**src/rtl/eth_tx_pkg.sv**
```systemverilog
// Shared types and defaults for the 10BASE-T transmit scheduler.
// One clk cycle is one bit time (100 ns at 10 MHz).
package eth_tx_pkg;

    typedef logic [2:0] state_t;

    localparam state_t ST_OFF    = 3'd0;
    localparam state_t ST_WAIT   = 3'd1;
    localparam state_t ST_NLP    = 3'd2;
    localparam state_t ST_FRAME  = 3'd3;
    localparam state_t ST_TP_IDL = 3'd4;
    localparam state_t ST_IPG    = 3'd5;
    localparam state_t ST_JABBER = 3'd6;

    typedef logic [1:0] sel_t;

    localparam sel_t SEL_OFF   = 2'b00;
    localparam sel_t SEL_NLP   = 2'b01;
    localparam sel_t SEL_FRAME = 2'b10;
    localparam sel_t SEL_IDL   = 2'b11;

    localparam int unsigned DEF_NLP_PERIOD    = 160000;
    localparam int unsigned DEF_NLP_WIDTH     = 1;
    localparam int unsigned DEF_IDL_CYCLES    = 3;
    localparam int unsigned DEF_IPG_CYCLES    = 96;
    localparam int unsigned DEF_START_TO      = 16;
    localparam int unsigned DEF_JABBER_CYCLES = 200000;
    localparam int unsigned DEF_UNJAB_CYCLES  = 5000;

    function automatic int unsigned max2(input int unsigned a, input int unsigned b);
        return (a > b) ? a : b;
    endfunction

endpackage

```
**src/rtl/eth_tx_sched_if.sv**
```systemverilog
// Scheduler-facing bundle: MAC request/grant, frame engine activity and line mux control.
// frame_req is a level the MAC holds until frame_gnt pulses for one cycle; there is no back-pressure on the grant.
interface eth_tx_sched_if;
    import eth_tx_pkg::*;

    logic link_en;
    logic frame_req;
    logic frame_gnt;
    logic frame_active;
    logic nlp_go;
    sel_t sel;
    logic busy;
    logic jabber;

    modport master (
        input  link_en, frame_req, frame_active,
        output frame_gnt, nlp_go, sel, busy, jabber
    );

    modport slave (
        output link_en, frame_req, frame_active,
        input  frame_gnt, nlp_go, sel, busy, jabber
    );

endinterface

```
**src/rtl/eth_nlp_timer.sv**
```systemverilog
// Link-pulse interval timer: counts line-silence cycles and flags when the next NLP is due.
module eth_nlp_timer #(
    parameter int unsigned PERIOD = 160000,
    parameter int unsigned W      = 19
) (
    input  logic         clk,
    input  logic         rst,
    input  logic         count_i,
    input  logic         clear_i,
    input  logic         hold_i,
    output logic         due_o,
    output logic [W-1:0] tmr_o
);

    localparam logic [W-1:0] LAST = W'(PERIOD - 1);

    logic [W-1:0] tmr_q;
    logic [W-1:0] tmr_d;

    assign due_o = (tmr_q == LAST);
    assign tmr_o = tmr_q;

    // Holding at LAST keeps an expiry that lands while the line is busy pending until it can be serviced.
    always_comb begin
        tmr_d = tmr_q;
        if (clear_i) begin
            tmr_d = '0;
        end else if (count_i && !(hold_i && due_o)) begin
            tmr_d = tmr_q + W'(1);
        end
    end

    always_ff @(posedge clk) begin
        if (rst) begin
            tmr_q <= '0;
        end else begin
            tmr_q <= tmr_d;
        end
    end

endmodule

```
**src/rtl/eth_tx_sched.sv**
```systemverilog
// 10BASE-T transmit scheduler: chooses the line source (silence, NLP, frame, TP_IDL),
// grants frame starts, enforces TP_IDL and IPG, and applies jabber protection.
module eth_tx_sched
    import eth_tx_pkg::*;
#(
    parameter int unsigned NLP_PERIOD    = DEF_NLP_PERIOD,
    parameter int unsigned NLP_WIDTH     = DEF_NLP_WIDTH,
    parameter int unsigned IDL_CYCLES    = DEF_IDL_CYCLES,
    parameter int unsigned IPG_CYCLES    = DEF_IPG_CYCLES,
    parameter int unsigned START_TO      = DEF_START_TO,
    parameter int unsigned JABBER_CYCLES = DEF_JABBER_CYCLES,
    parameter int unsigned UNJAB_CYCLES  = DEF_UNJAB_CYCLES,
    localparam int unsigned CW = $clog2(max2(max2(max2(NLP_PERIOD, NLP_WIDTH),
                                                  max2(IDL_CYCLES, IPG_CYCLES)),
                                             max2(max2(START_TO, JABBER_CYCLES),
                                                  UNJAB_CYCLES))) + 1
) (
    input  logic                clk,
    input  logic                rst,
    eth_tx_sched_if.master      bus,
    output state_t              state_o,
    output logic [CW-1:0]       nlp_tmr_o
);

    localparam logic [CW-1:0] NLPW_LAST  = CW'(NLP_WIDTH - 1);
    localparam logic [CW-1:0] IDL_LAST   = CW'(IDL_CYCLES - 1);
    localparam logic [CW-1:0] IPG_LAST   = CW'(IPG_CYCLES - 1);
    localparam logic [CW-1:0] START_LAST = CW'(START_TO - 1);
    localparam logic [CW-1:0] JAB_LAST   = CW'(JABBER_CYCLES - 1);
    localparam logic [CW-1:0] UNJAB_LAST = CW'(UNJAB_CYCLES - 1);

    state_t        state_q, state_d;
    logic [CW-1:0] cnt_q, cnt_d;
    logic          seen_q, seen_d;
    logic          gnt_q, gnt_d;
    logic          go_q, go_d;
    logic [CW-1:0] run_len;
    logic          nlp_due;
    logic          quiet_q, quiet_d;
    logic          tmr_count;
    sel_t          sel;

    // Once frame_active has been seen it stays high until FRAME is left, so cnt doubles as its run length.
    assign run_len = seen_q ? cnt_q : '0;

    always_comb begin
        state_d = state_q;
        cnt_d   = cnt_q + CW'(1);
        seen_d  = 1'b0;
        case (state_q)
            ST_OFF: begin
                cnt_d = '0;
                if (bus.link_en) state_d = ST_WAIT;
            end
            ST_WAIT: begin
                cnt_d = '0;
                if (bus.frame_req)  state_d = ST_FRAME;
                else if (nlp_due)   state_d = ST_NLP;
            end
            ST_NLP: begin
                if (cnt_q == NLPW_LAST) state_d = ST_WAIT;
            end
            ST_FRAME: begin
                seen_d = seen_q | bus.frame_active;
                if (bus.frame_active && !seen_q) cnt_d = CW'(1);
                if (seen_q && !bus.frame_active) begin
                    state_d = ST_TP_IDL;
                end else if (!seen_q && !bus.frame_active && cnt_q == START_LAST) begin
                    state_d = ST_IPG;
                end else if (bus.frame_active && run_len == JAB_LAST) begin
                    state_d = ST_JABBER;
                end
            end
            ST_TP_IDL: begin
                if (cnt_q == IDL_LAST) state_d = ST_IPG;
            end
            ST_IPG: begin
                if (cnt_q == IPG_LAST) state_d = ST_WAIT;
            end
            ST_JABBER: begin
                if (bus.frame_active)          cnt_d = '0;
                else if (cnt_q == UNJAB_LAST)  state_d = ST_WAIT;
            end
            default: begin
                state_d = ST_OFF;
            end
        endcase
        if (!bus.link_en && state_q != ST_JABBER) state_d = ST_OFF;
        if (state_d != state_q) begin
            cnt_d  = '0;
            seen_d = 1'b0;
        end
    end

    assign gnt_d = (state_q == ST_WAIT) && (state_d == ST_FRAME);
    assign go_d  = (state_q == ST_WAIT) && (state_d == ST_NLP);

    // The NLP interval runs only across quiet line states and carries over from IPG into WAIT.
    assign quiet_q   = (state_q == ST_WAIT) || (state_q == ST_IPG);
    assign quiet_d   = (state_d == ST_WAIT) || (state_d == ST_IPG);
    assign tmr_count = quiet_q && quiet_d;

    eth_nlp_timer #(
        .PERIOD (NLP_PERIOD),
        .W      (CW)
    ) u_nlp_timer (
        .clk     (clk),
        .rst     (rst),
        .count_i (tmr_count),
        .clear_i (!tmr_count),
        .hold_i  (state_q == ST_IPG),
        .due_o   (nlp_due),
        .tmr_o   (nlp_tmr_o)
    );

    always_ff @(posedge clk) begin
        if (rst) begin
            state_q <= ST_OFF;
            cnt_q   <= '0;
            seen_q  <= 1'b0;
            gnt_q   <= 1'b0;
            go_q    <= 1'b0;
        end else begin
            state_q <= state_d;
            cnt_q   <= cnt_d;
            seen_q  <= seen_d;
            gnt_q   <= gnt_d;
            go_q    <= go_d;
        end
    end

    always_comb begin
        case (state_q)
            ST_NLP:    sel = SEL_NLP;
            ST_FRAME:  sel = SEL_FRAME;
            ST_TP_IDL: sel = SEL_IDL;
            default:   sel = SEL_OFF;
        endcase
    end

    assign bus.sel       = sel;
    assign bus.frame_gnt = gnt_q;
    assign bus.nlp_go    = go_q;
    assign bus.busy      = (state_q != ST_OFF) && (state_q != ST_WAIT);
    assign bus.jabber    = (state_q == ST_JABBER);
    assign state_o       = state_q;

endmodule

```
**src/flat_wrapper.sv**
```systemverilog
// flat-port wrapper written by rule: the top's interface ports become plain ports
module eth_tx_sched_flat import eth_tx_pkg::*;
#(
    parameter int unsigned NLP_PERIOD    = DEF_NLP_PERIOD,
    parameter int unsigned NLP_WIDTH     = DEF_NLP_WIDTH,
    parameter int unsigned IDL_CYCLES    = DEF_IDL_CYCLES,
    parameter int unsigned IPG_CYCLES    = DEF_IPG_CYCLES,
    parameter int unsigned START_TO      = DEF_START_TO,
    parameter int unsigned JABBER_CYCLES = DEF_JABBER_CYCLES,
    parameter int unsigned UNJAB_CYCLES  = DEF_UNJAB_CYCLES,
    localparam int unsigned CW = $clog2(max2(max2(max2(NLP_PERIOD, NLP_WIDTH),
                                                  max2(IDL_CYCLES, IPG_CYCLES)),
                                             max2(max2(START_TO, JABBER_CYCLES),
                                                  UNJAB_CYCLES))) + 1
)
  (clk, rst, state_o, nlp_tmr_o, bus_link_en, bus_frame_req, bus_frame_active, bus_frame_gnt, bus_nlp_go, bus_sel, bus_busy, bus_jabber);
  eth_tx_sched_if bus_i ();
  input  logic clk;
  input  logic rst;
  output state_t state_o;
  output logic [CW-1:0] nlp_tmr_o;
  input wire logic [$bits(bus_i.link_en)-1:0] bus_link_en;
  input wire logic [$bits(bus_i.frame_req)-1:0] bus_frame_req;
  input wire logic [$bits(bus_i.frame_active)-1:0] bus_frame_active;
  output wire logic [$bits(bus_i.frame_gnt)-1:0] bus_frame_gnt;
  output wire logic [$bits(bus_i.nlp_go)-1:0] bus_nlp_go;
  output wire logic [$bits(bus_i.sel)-1:0] bus_sel;
  output wire logic [$bits(bus_i.busy)-1:0] bus_busy;
  output wire logic [$bits(bus_i.jabber)-1:0] bus_jabber;
  assign bus_i.link_en = bus_link_en;
  assign bus_i.frame_req = bus_frame_req;
  assign bus_i.frame_active = bus_frame_active;
  assign bus_frame_gnt = bus_i.frame_gnt;
  assign bus_nlp_go = bus_i.nlp_go;
  assign bus_sel = bus_i.sel;
  assign bus_busy = bus_i.busy;
  assign bus_jabber = bus_i.jabber;
  eth_tx_sched #(.NLP_PERIOD(NLP_PERIOD), .NLP_WIDTH(NLP_WIDTH), .IDL_CYCLES(IDL_CYCLES), .IPG_CYCLES(IPG_CYCLES), .START_TO(START_TO), .JABBER_CYCLES(JABBER_CYCLES), .UNJAB_CYCLES(UNJAB_CYCLES)) u_core (.clk(clk), .rst(rst), .bus(bus_i), .state_o(state_o), .nlp_tmr_o(nlp_tmr_o));
endmodule
```
**config.mk**
```make
export PLATFORM = sky130hd
export DESIGN_NAME = eth_tx_sched_flat
export DESIGN_NICKNAME = d
export VERILOG_FILES = /design/src/rtl/eth_tx_pkg.sv /design/src/rtl/eth_tx_sched_if.sv /design/src/rtl/eth_nlp_timer.sv /design/src/rtl/eth_tx_sched.sv /design/src/flat_wrapper.sv
export SDC_FILE = /design/constraint.sdc
export NUM_CORES = 1
export LEC_CHECK = 0
export CAP_MARGIN = 20
export CELL_PAD_IN_SITES_DETAIL_PLACEMENT = 1
export CELL_PAD_IN_SITES_GLOBAL_PLACEMENT = 1
export CORE_ASPECT_RATIO = 2
export CORE_MARGIN = 2
export CORE_UTILIZATION = 37
export DETAILED_ROUTE_END_ITERATION = 7
export PLACE_DENSITY_LB_ADDON = 0.1
export SLEW_MARGIN = 30
export SYNTH_ARGS = -nofsm -noshare
export SYNTH_HDL_FRONTEND = slang
export SYNTH_SLANG_ARGS = --single-unit
```
**constraint.sdc**
```tcl
create_clock -name clk -period 2.22 [get_ports clk]
set_input_delay 0.444 -clock clk [delete_from_list [all_inputs] [get_ports clk]]
set_output_delay 0.444 -clock clk [all_outputs]
set_load 0.02 [all_outputs]
```
==> out/qor.yml, run 1 <==
fin_crit_sh_pct: 111
period_needed_ns: 2.46
leakagePower_nw: 1.64
synth.distinct_cells: 50
rsz0062_at_grt: "yes"
via_per_inst: 5.90
synth_seq_area_share_pct: 33.1
grt_pass1_vias: 3362
yosysTopAreaCellShare_pct: 33.1
setup_violations: 41
cp-end-kind: "register"
synth_ff_type: "dfxtp_1"
nets: 437
drc: 0
final_antenna_net_count: 0
vias: 3060
htreeDepth: 2
layout-drive-gt1-share_pct: 37.3
cts_made_buffers: 5
cts_hold_buf: 0
die_w_um: 64.0
cts_sinks: 44
dp_slack_ns: -0.255
root_buffer: "clkbuf_16"
hold_viol: 0
finalClockSkew_ns: 0.00952
fin_area_um2: 4350
status: "complete, but fails checks"
drtIter0Drc: 142
instances_no_fill: 519
syn_to_final_growth_pct: 63.3
insertion_delay_ns: 0.30
synth_fp_nets: 334
yosys.area.top_type: "dfxtp_1"
initial_core_util_pct: 38.3
clock_path_buffers: 2
routed_wl_um: 11700
n_antenna_cell: 0
synth.avg_cell_area_um2: 8.19
tightestPinTransition_ns: 0.581
grtUsageTotal_pct: 28.4
syn_inst: 325
drv_cap: 0
clk_pin_slew_ns: 0.07
peakVddDrop_mv: 0.397
synth-async-reset-ratio_pct: 0
post_dp_cell_area_um2: 3600
critical_path_required_ns: 2.42
cts_tree: "yes"
start_kind: "register"
finalMaxSlewViolations: 0
dpl.cell_count: 498
power.density_nw_per_um2: 410
detail_route.wl_per_cell_um: 22.6
gp_congestion: 0.863
rows: 43
max_freq_ghz: 0.407
fin_ws_ns: -0.236
violations: "setup timing"
grt_overflow_total: 0
ys_ff_latch: 44
die_area_um2: 7930
placement.io_buffers: 32
dr.pass1.iters: 6
hp-class: "reg2reg"
die_y_um: 124
path_max_fanout: 6
io_pins: 33
antenna_found_initial: 0
grt_pass1_wl_um: 16800
hpwl_um: 7310
max_slew_margin_pct: 61.0
synth_edf_count: 0
synth_area_leaders: "dfxtp_1, xnor2_1, nor3_1, a211oi_1, nand2_1"
grt_start_max_net_pins: 21
yosysWarnings: 0
critPathKind: "reg2reg"
arrival_ns: 2.65
synthesis.area_um2: 2660
core_um2: 6940
-- registers in the layout, indices dropped and copies added (netlist names) --
register / cells
u_core.cnt_q: 19
u_core.u_nlp_timer.tmr_o: 19
u_core.state_o: 3
u_core.bus.frame_gnt: 1
u_core.bus.nlp_go: 1
u_core.seen_q: 1
-- final timing paths --
kind | startpoint | cells past startpoint | end | slack, ns
min | u_core.u_nlp_timer.tmr_o[17]$_SDFFE_PP0P_ | 2 | u_core.u_nlp_timer.tmr_o[17]$_SDFFE_PP0P_ | 0.60
max reg2reg | u_core.cnt_q[14]$_SDFF_PP0_ | 7 | u_core.seen_q$_SDFF_PP0_ | -0.24
max | u_core.cnt_q[14]$_SDFF_PP0_ | 7 | u_core.seen_q$_SDFF_PP0_ | -0.24
min reg2reg | u_core.u_nlp_timer.tmr_o[17]$_SDFFE_PP0P_ | 2 | u_core.u_nlp_timer.tmr_o[17]$_SDFFE_PP0P_ | 0.60
-- timing repair --
| item | CTS | global route |
|---|---|---|
| pin swaps | 14 | 19 |
| gates resized for setup | 41 | 47 |
| setup buffers | 7 | 4 |
| gates cloned | 2 | 1 |
| setup endpoints to repair | 46 | 45 |
-- layout by cell type, fill, tap and decap left out, types with 11 or more instances in the layout --
| master | count |
|---|---|
| nand4_1 | 11 |
| xnor2_1 | 26 |
| inv_1 | 12 |
| buf_4 | 65 |
| clkdlybuf4s50_1 | 30 |
| nand2_1 | 33 |
| nor3_4 | 13 |
| nor2_1 | 12 |
| nand3_1 | 14 |
| dfxtp_1 | 38 |
| a211oi_1 | 12 |
-- critical path, cell delays in order (launching register included) --
cell and delay, ns:
dfxtp_2 0.32, or3_4 0.40, or4_4 0.50, o21a_4 0.23, o211ai_4 0.29, o221ai_4 0.18
buf_6 0.17, a2111oi_4 0.27
-- Yosys cell counts (all sizes together), types with 3 or more instances --
| cell type | count |
|---|---|
| a211oi | 21 |
| a21oi | 8 |
| and3 | 5 |
| and4 | 4 |
| buf | 8 |
| clkbuf | 9 |
| dfxtp | 44 |
| ha | 4 |
| inv | 12 |
| nand2 | 34 |
| nand2b | 7 |
| nand3 | 14 |
| nand4 | 11 |
| nor2 | 13 |
| nor2b | 5 |
| nor3 | 29 |
| nor4 | 11 |
| nor4b | 3 |
| o21a | 6 |
| o21ai | 9 |
| or2 | 6 |
| or3 | 7 |
| or4 | 3 |
| xnor2 | 27 |
| xor2 | 5 |
-- routing by layer --
layer / part of all wire (%) / routed length [um] / global-route usage, % / up-vias
li1: - / - / - / 1384
met1: 32 / 3800 / 23.6 / 1549
met2: 60 / 6990 / 57.6 / 86
met3: 2.4 / 279 / 4.34 / 41
met4: 5.7 / 663 / 20.9 / 0
met5: 0 / 0 / 0 / -
-- through the flow --
stage / utilization, % / total power [mW] / hold slack [ns] / TNS (ns)
2_1_floorplan: - / 0.891 / 0.513 / -0.533
3_3_place_gp: 51.9 / 0.961 / 0.533 / -5.04
3_5_place_dp: 51.9 / 0.964 / 0.551 / -7.27
4_1_cts: 58.7 / 1.76 / 0.577 / -2.69
5_1_grt: 62.6 / 1.83 / 0.626 / -6.21
6_report: 62.6 / 1.78 / 0.597 / -4.78
-- cell type report --
type / count / area (um^2)
clock buffers: 5 / 125
clock inverters: 3 / 23.8
fillers: 758 / 2590
inverters: 12 / 45.0
multi-input cells: 252 / 2050
flip-flops and latches: 44 / 888
well taps: 90 / 113
repair buffers: 113 / 1100
-- logic make-up after synthesis --
kind of cell | Yosys count | synth area share [%]
buffers and inverters | 29 | 5.03
xor gates and xnor gates | 32 | 10.5
DFF | 44 | 33.1
adders and majority gates | 4 | 1.88
muxes | 1 | 0.376
AOI/OAI and AO/OA | 58 | 17.2
and+or+nand+nor | 157 | 31.9
-- power breakdown --
part / leakage (nW) / switching, mW / internal (mW)
clock network: 0.0660 / 0.344 / 0.419
registers: 0.358 / 0.00208 / 0.790
logic: 1.21 / 0.131 / 0.0952
Note: power is estimated with default switching activity, not from simulation.
==> run 2: changes to the inputs <==
Settings changed: CORE_UTILIZATION 37 to 30, CTS_BUF_LIST from default to sky130_fd_sc_hd__clkbuf_8, SLEW_MARGIN 30 to 25.
==> run 2 against run 1 <==
  * The flow still finishes with violations (setup timing)
  * Utilization decreased by 12 points
  * Global-route usage decreased by 4.8 points
  * Via count decreased by 1.6%
  * First-iteration DRC count decreased by 56%
  * Count of clock-buffer cells in the layout unchanged
  * Cell count increased by 4.6%
==> out/qor.yml, run 2 (synthesized netlist as in run 1, its figures left out) <==
status: "complete, but fails checks"
violations: "setup timing"
r2r_start: "u_core.cnt_q[4]$_SDFF_PP0_"
hp-class: "reg2reg"
grt_pass1_wl_um: 17300  # +2.7%
htreeDepth: 2  # unchanged
setup.worst_path.start: "u_core.cnt_q[4]$_SDFF_PP0_"
power.density_nw_per_um2: 355  # -13%
vias: 3010  # -1.6%
gp_congestion: 0.806  # -6.5%
die_area_um2: 9690  # +22%
grt_overflow_total: 0  # unchanged
syn_to_final_growth_pct: 64.3
cp-end-kind: "register"
fin_crit_sh_pct: 112  # +1.3 points
leakagePower_nw: 1.61  # -1.5%
fin_total_pwr_mw: 1.55  # -13%
grt_start_max_net_pins: 21  # unchanged
cts_sinks: 44  # unchanged
placement.io_buffers: 32  # unchanged
root_buffer: "clkbuf_8"
n_antenna_cell: 0  # unchanged
die_y_um: 137  # +11%
fin_ws_ns: -0.266  # -0.0299 ns
drv_cap: 0  # unchanged
clk_pin_slew_ns: 0.08  # about the same
setup_violations: 41  # unchanged
routed_wl_um: 10900  # -7.2%
post_dp_cell_area_um2: 3700  # +2.6%
core_um2: 8650  # +25%
path_max_fanout: 6  # unchanged
period_needed_ns: 2.49  # +0.0299 ns
io_pins: 33  # unchanged
nets: 452  # +3.4%
grt_pass1_vias: 3339  # -0.68%
instances_no_fill: 543  # +4.6%
layout-drive-gt1-share_pct: 39.3  # +2.0 points
critPathKind: "reg2reg"
drc: 0  # unchanged
hold_viol: 0  # unchanged
via_per_inst: 5.54  # -6.0%
grtUsageTotal_pct: 23.6  # -4.8 points
cts_tree: "yes"
peakVddDrop_mv: 0.241  # -39%
start_kind: "register"
final_antenna_net_count: 0  # unchanged
die_w_um: 70.6  # +10%
tightestPinTransition_ns: 0.514  # -0.0669 ns
clock_path_buffers: 2  # unchanged
max_freq_ghz: 0.402  # -1.2%
rsz0062_at_grt: "yes"
dr.pass1.iters: 4  # -2
mostFrequentLayoutCell: "buf_4"
detail_route.wl_per_cell_um: 20.1  # -11%
finalMaxSlewViolations: 0  # unchanged
fin_area_um2: 4370  # +0.63%
initial_core_util_pct: 30.8  # -7.6 points
insertion_delay_ns: 0.31  # about the same
max_slew_margin_pct: 65.7  # +4.8 points
dpl.cell_count: 519  # +4.2%
finalClockSkew_ns: 0.00512  # -0.00439 ns
drtIter0Drc: 62  # -56%
hpwl_um: 7730  # +5.7%
hold_path_startpoint: "u_core.u_nlp_timer.tmr_o[6]$_SDFFE_PP0P_"
antenna_found_initial: 0  # unchanged
cts_made_buffers: 5  # unchanged
arrival_ns: 2.72  # +0.07 ns
final_cell_mix: "buf_4, dfxtp_1, nand2_1"
rows: 48  # +12%
critical_path_required_ns: 2.45  # +0.03 ns
run 2: cell count changes in the layout (fill, tap and decap cells not counted), moves of 3 or more:
| cell | before | now |
|---|---|---|
| nor3_1 | 9 | 16 |
| a211oi_2 | 9 | 21 |
| nor3_4 | 13 | 5 |
| nor4_1 | 3 | 7 |
| buf_4 | 65 | 75 |
| a211oi_1 | 12 | 0 |
| clkbuf_8 | 0 | 5 |
| clkbuf_16 | 6 | 3 |
run 2: critical path, cell delays in order (launching register included):
cell and delay, ns:
dfxtp_2 0.32, or3_4 0.41, or4_4 0.50, o21a_4 0.24, o211ai_4 0.21, buf_6 0.13, o221ai_4 0.17, clkbuf_16 0.23
a211oi_2 0.20
run 2: layout make-up:
cell class,count,area [um^2]
fill,1023,4280
clock buffer,5,68.8
sequential,44,895
timing repair buffer,128,1260
inverter,12,45.0
clock inverter,2,8.76
tap,100,125
multi-input combinational,252,1970
run 2: through the flow:
step	utilization (%)	hold WS, ns	setup TNS [ns]	setup slack, ns
3_5_place_dp	42.7	0.550	-8.59	-0.260
2_1_floorplan	-	0.513	-0.533	-0.0545
4_1_cts	49.7	0.573	-5.91	-0.227
6_report	50.6	0.572	-7.48	-0.266
5_1_grt	50.6	0.618	-10.31	-0.323
3_3_place_gp	42.7	0.538	-8.11	-0.237
run 2: timing repair:
item / in CTS / in global routing
endpoints found under the hold margin: 0 / 0
endpoints found under the setup margin: 46 / 42
hold buffers: 0 / 0
pin swaps: 17 / 6
resized for setup: 73 / 17
setup buffers: 7 / 6
cloned: 5 / 1
run 2: where the power goes:
| part | total (mW) | internal [mW] | switching (mW) |
|---|---|---|---|
| registers | 0.791 | 0.788 | 0.00358 |
| clock network | 0.500 | 0.210 | 0.290 |
| logic | 0.260 | 0.129 | 0.132 |
run 2: metal layers:
| metal | share of wire (%) | vias to the layer above | global-route usage, % |
|---|---|---|---|
| met5 | 0 | - | 0 |
| met4 | 6.4 | 0 | 14.8 |
| met3 | 1.9 | 37 | 2.71 |
| met2 | 61 | 65 | 49.7 |
| met1 | 31 | 1495 | 19.6 |
| li1 | - | 1413 | - |
run 2: worst paths after layout:
| kind | end | slack, ns | depth (start not counted) |
|---|---|---|---|
| setup / recovery | u_core.cnt_q[11]$_SDFF_PP0_ | -0.27 | 8 |
| hold / removal | u_core.u_nlp_timer.tmr_o[6]$_SDFFE_PP0P_ | 0.57 | 2 |
| setup reg to reg | u_core.cnt_q[11]$_SDFF_PP0_ | -0.27 | 8 |
| hold reg to reg | u_core.u_nlp_timer.tmr_o[6]$_SDFFE_PP0P_ | 0.57 | 2 |
==> run 3: changes to the inputs <==
Clock period 2.22 ns to 2.01 ns, I/O delays scaled along.
==> run 3 against run 2 <==
  * Count of clock-buffer cells in the layout increased by 1
  * Wire length decreased by 5.8%
  * Sequential share of layout area is 0.36 points higher
  * Cell area is 1.6% lower
  * Largest cell class unchanged
  * Combinational power is essentially flat
  * Cell count up 2.8%
  * Non-clock buffer count up 14
  * Clock skew up 0.0041 ns
  * The flow still finishes with violations (setup timing)
  * First-iteration DRC count increased by 56%
==> out/qor.yml, run 3 (synthesized netlist as in run 1, its figures left out) <==
status: "complete, but fails checks"
violations: "setup timing"
clock_path_buffers: 2  # unchanged
start_kind: "register"
rsz0062_at_grt: "yes"
timing.rr.end: "u_core.cnt_q[15]$_SDFF_PP0_"
antenna_found_initial: 0  # unchanged
post_dp_cell_area_um2: 3880  # +4.9%
hold_path_startpoint: "u_core.u_nlp_timer.tmr_o[18]$_SDFFE_PP0P_"
arrival_ns: 2.58  # -0.14 ns
leakagePower_nw: 1.59  # -1.6%
final_antenna_net_count: 0  # unchanged
peakVddDrop_mv: 0.294  # +22%
critPathKind: "reg2reg"
drc: 0  # unchanged
finalClockSkew_ns: 0.00926  # +0.00414 ns
path_max_fanout: 5  # -1
die_y_um: 137  # unchanged
routed_wl_um: 10300  # -5.8%
vias: 2954  # -1.9%
core_um2: 8650  # unchanged
grt_pass1_vias: 3129  # -6.3%
setup_tns_ns: -12.65  # -5.17 ns
grt_overflow_total: 0  # unchanged
dr.pass1.iters: 4  # unchanged
cts_tree: "yes"
cts_sinks: 44  # unchanged
via_per_inst: 5.29  # -4.5%
grt_pass1_wl_um: 15800  # -8.7%
htreeDepth: 2  # unchanged
worst-r2r-setup-slack_ns: -0.38  # -0.11 ns
dp_slack_ns: -0.491  # -0.231 ns
critPathBufInv: 2  # unchanged
final_cell_mix: "buf_4, nand2_1, dfxtp_1"
critical_path_required_ns: 2.20  # -0.25 ns
cts_made_buffers: 5  # unchanged
fillers: 1052  # +2.8%
fin_util_pct: 49.8  # -0.81 points
detail_route.wl_per_cell_um: 18.4  # -8.3%
die_w_um: 70.6  # unchanged
period_needed_ns: 2.39  # -0.0987 ns
gp_congestion: 0.868  # +7.7%
placement.io_buffers: 32  # unchanged
fin_area_um2: 4300  # -1.6%
root_buffer: "clkbuf_8"
power.density_nw_per_um2: 402  # +13%
tightestPinTransition_ns: 0.466  # -0.0481 ns
finalMaxSlewViolations: 0  # unchanged
setup_violations: 42  # +2.4%
min_to: "u_core.u_nlp_timer.tmr_o[18]$_SDFFE_PP0P_"
rows: 48  # unchanged
worstHoldPathCells: 2  # unchanged
max_freq_ghz: 0.419  # +4.1%
slowest_stage: "or4_4"
max_slew_margin_pct: 68.7  # +3.0 points
insertion_delay_ns: 0.31  # about the same
io_pins: 33  # unchanged
hold_viol: 0  # unchanged
hp-class: "reg2reg"
syn_to_final_growth_pct: 61.7
layout-drive-gt1-share_pct: 38.4  # -0.85 points
hold_ws_ns: 0.618  # +0.0460 ns
max_stage_delay_ns: 0.48  # -0.02 ns
r2r_start: "u_core.cnt_q[6]$_SDFF_PP0_"
nets: 466  # +3.1%
grtUsageTotal_pct: 21.0  # -2.5 points
reg2reg_depth: 8  # unchanged
fin_ws_ns: -0.377  # -0.111 ns
n_antenna_cell: 0  # unchanged
initial_core_util_pct: 30.8  # unchanged
drtIter0Drc: 97  # +56%
grt_start_max_net_pins: 22  # +4.8%
cp_cell_sequence: "or3_4, or4_4, o21a_1, o211a_1, a31oi_4, buf_12, clkbuf_16, a211oi_1"
drv_cap: 0  # unchanged
crit_family: "simple AND/OR/NAND/NOR gates"
mostFrequentLayoutCell: "buf_4"
fin_crit_sh_pct: 119  # +6.8 points
hpwl_um: 7700  # -0.41%
clk_pin_slew_ns: 0.09  # about the same
cp-end-kind: "register"
die_area_um2: 9690  # unchanged
run 3: metrics by stage:
stage	total power [mW]	instances
2_1_floorplan	0.987	325
3_3_place_gp	1.07	540
3_5_place_dp	1.07	540
4_1_cts	1.69	549
5_1_grt	1.80	558
6_report	1.73	558
run 3: area by class of cell:
type | count | area, um^2 | share of cell area (%)
Tap cell | 100 | 125 | 2.91
Timing Repair Buffer | 142 | 1290 | 29.9
Inverter | 12 | 45.0 | 1.05
Clock inverter | 2 | 10.0 | 0.233
Clock buffer | 6 | 82.6 | 1.92
Sequential cell | 44 | 896 | 20.8
Multi-Input combinational cell | 252 | 1860 | 43.2
run 3: what timing repair did:
item / CTS / global route
pin swaps: 2 / 2
setup buffers: 0 / 6
gates resized for setup: 18 / 31
gates cloned: 1 / 3
hold buffers: 0 / 0
setup endpoints to repair: 48 / 47
run 3: report_power, final:
group | internal, mW | switching (mW)
Combinational | 0.131 | 0.128
Clock | 0.275 | 0.322
Sequential | 0.872 | 0.00232
Total | 1.28 | 0.453
run 3: worst max-delay path by stage:
| stage | end | slack, ns | depth (start not counted) | start |
|---|---|---|---|---|
| floorplan | u_core.cnt_q[12]$_SDFF_PP0_ | -0.26 | 7 | u_core.cnt_q[4]$_SDFF_PP0_ |
| CTS | u_core.cnt_q[1]$_SDFF_PP0_ | -0.32 | 7 | u_core.cnt_q[4]$_SDFF_PP0_ |
| detailed placement | u_core.cnt_q[8]$_SDFF_PP0_ | -0.49 | 9 | bus_frame_active |
| global route | u_core.cnt_q[6]$_SDFF_PP0_ | -0.43 | 8 | u_core.cnt_q[8]$_SDFF_PP0_ |
| global placement | u_core.cnt_q[0]$_SDFF_PP0_ | -0.46 | 9 | bus_frame_active |
| finish | u_core.cnt_q[15]$_SDFF_PP0_ | -0.38 | 8 | u_core.cnt_q[6]$_SDFF_PP0_ |
run 3: metal layers:
metal  global-route usage [%]  wire [um]  part of all wire, %  vias up
met5                        0          0                    0        -
li1                         -          -                    -     1442
met3                     2.12        197                  1.9       16
met4                     7.65        316                  3.1        0
met1                     18.5       3310                   32     1450
met2                     46.2       6430                   63       46
run 3: worst reg2reg max path: stages (launching register included):
cell,delay (ns)
dfxtp_1,0.36
or3_4,0.36
or4_4,0.48
o21a_1,0.24
o211a_1,0.26
a31oi_4,0.22
buf_12,0.15
clkbuf_16,0.15
a211oi_1,0.06
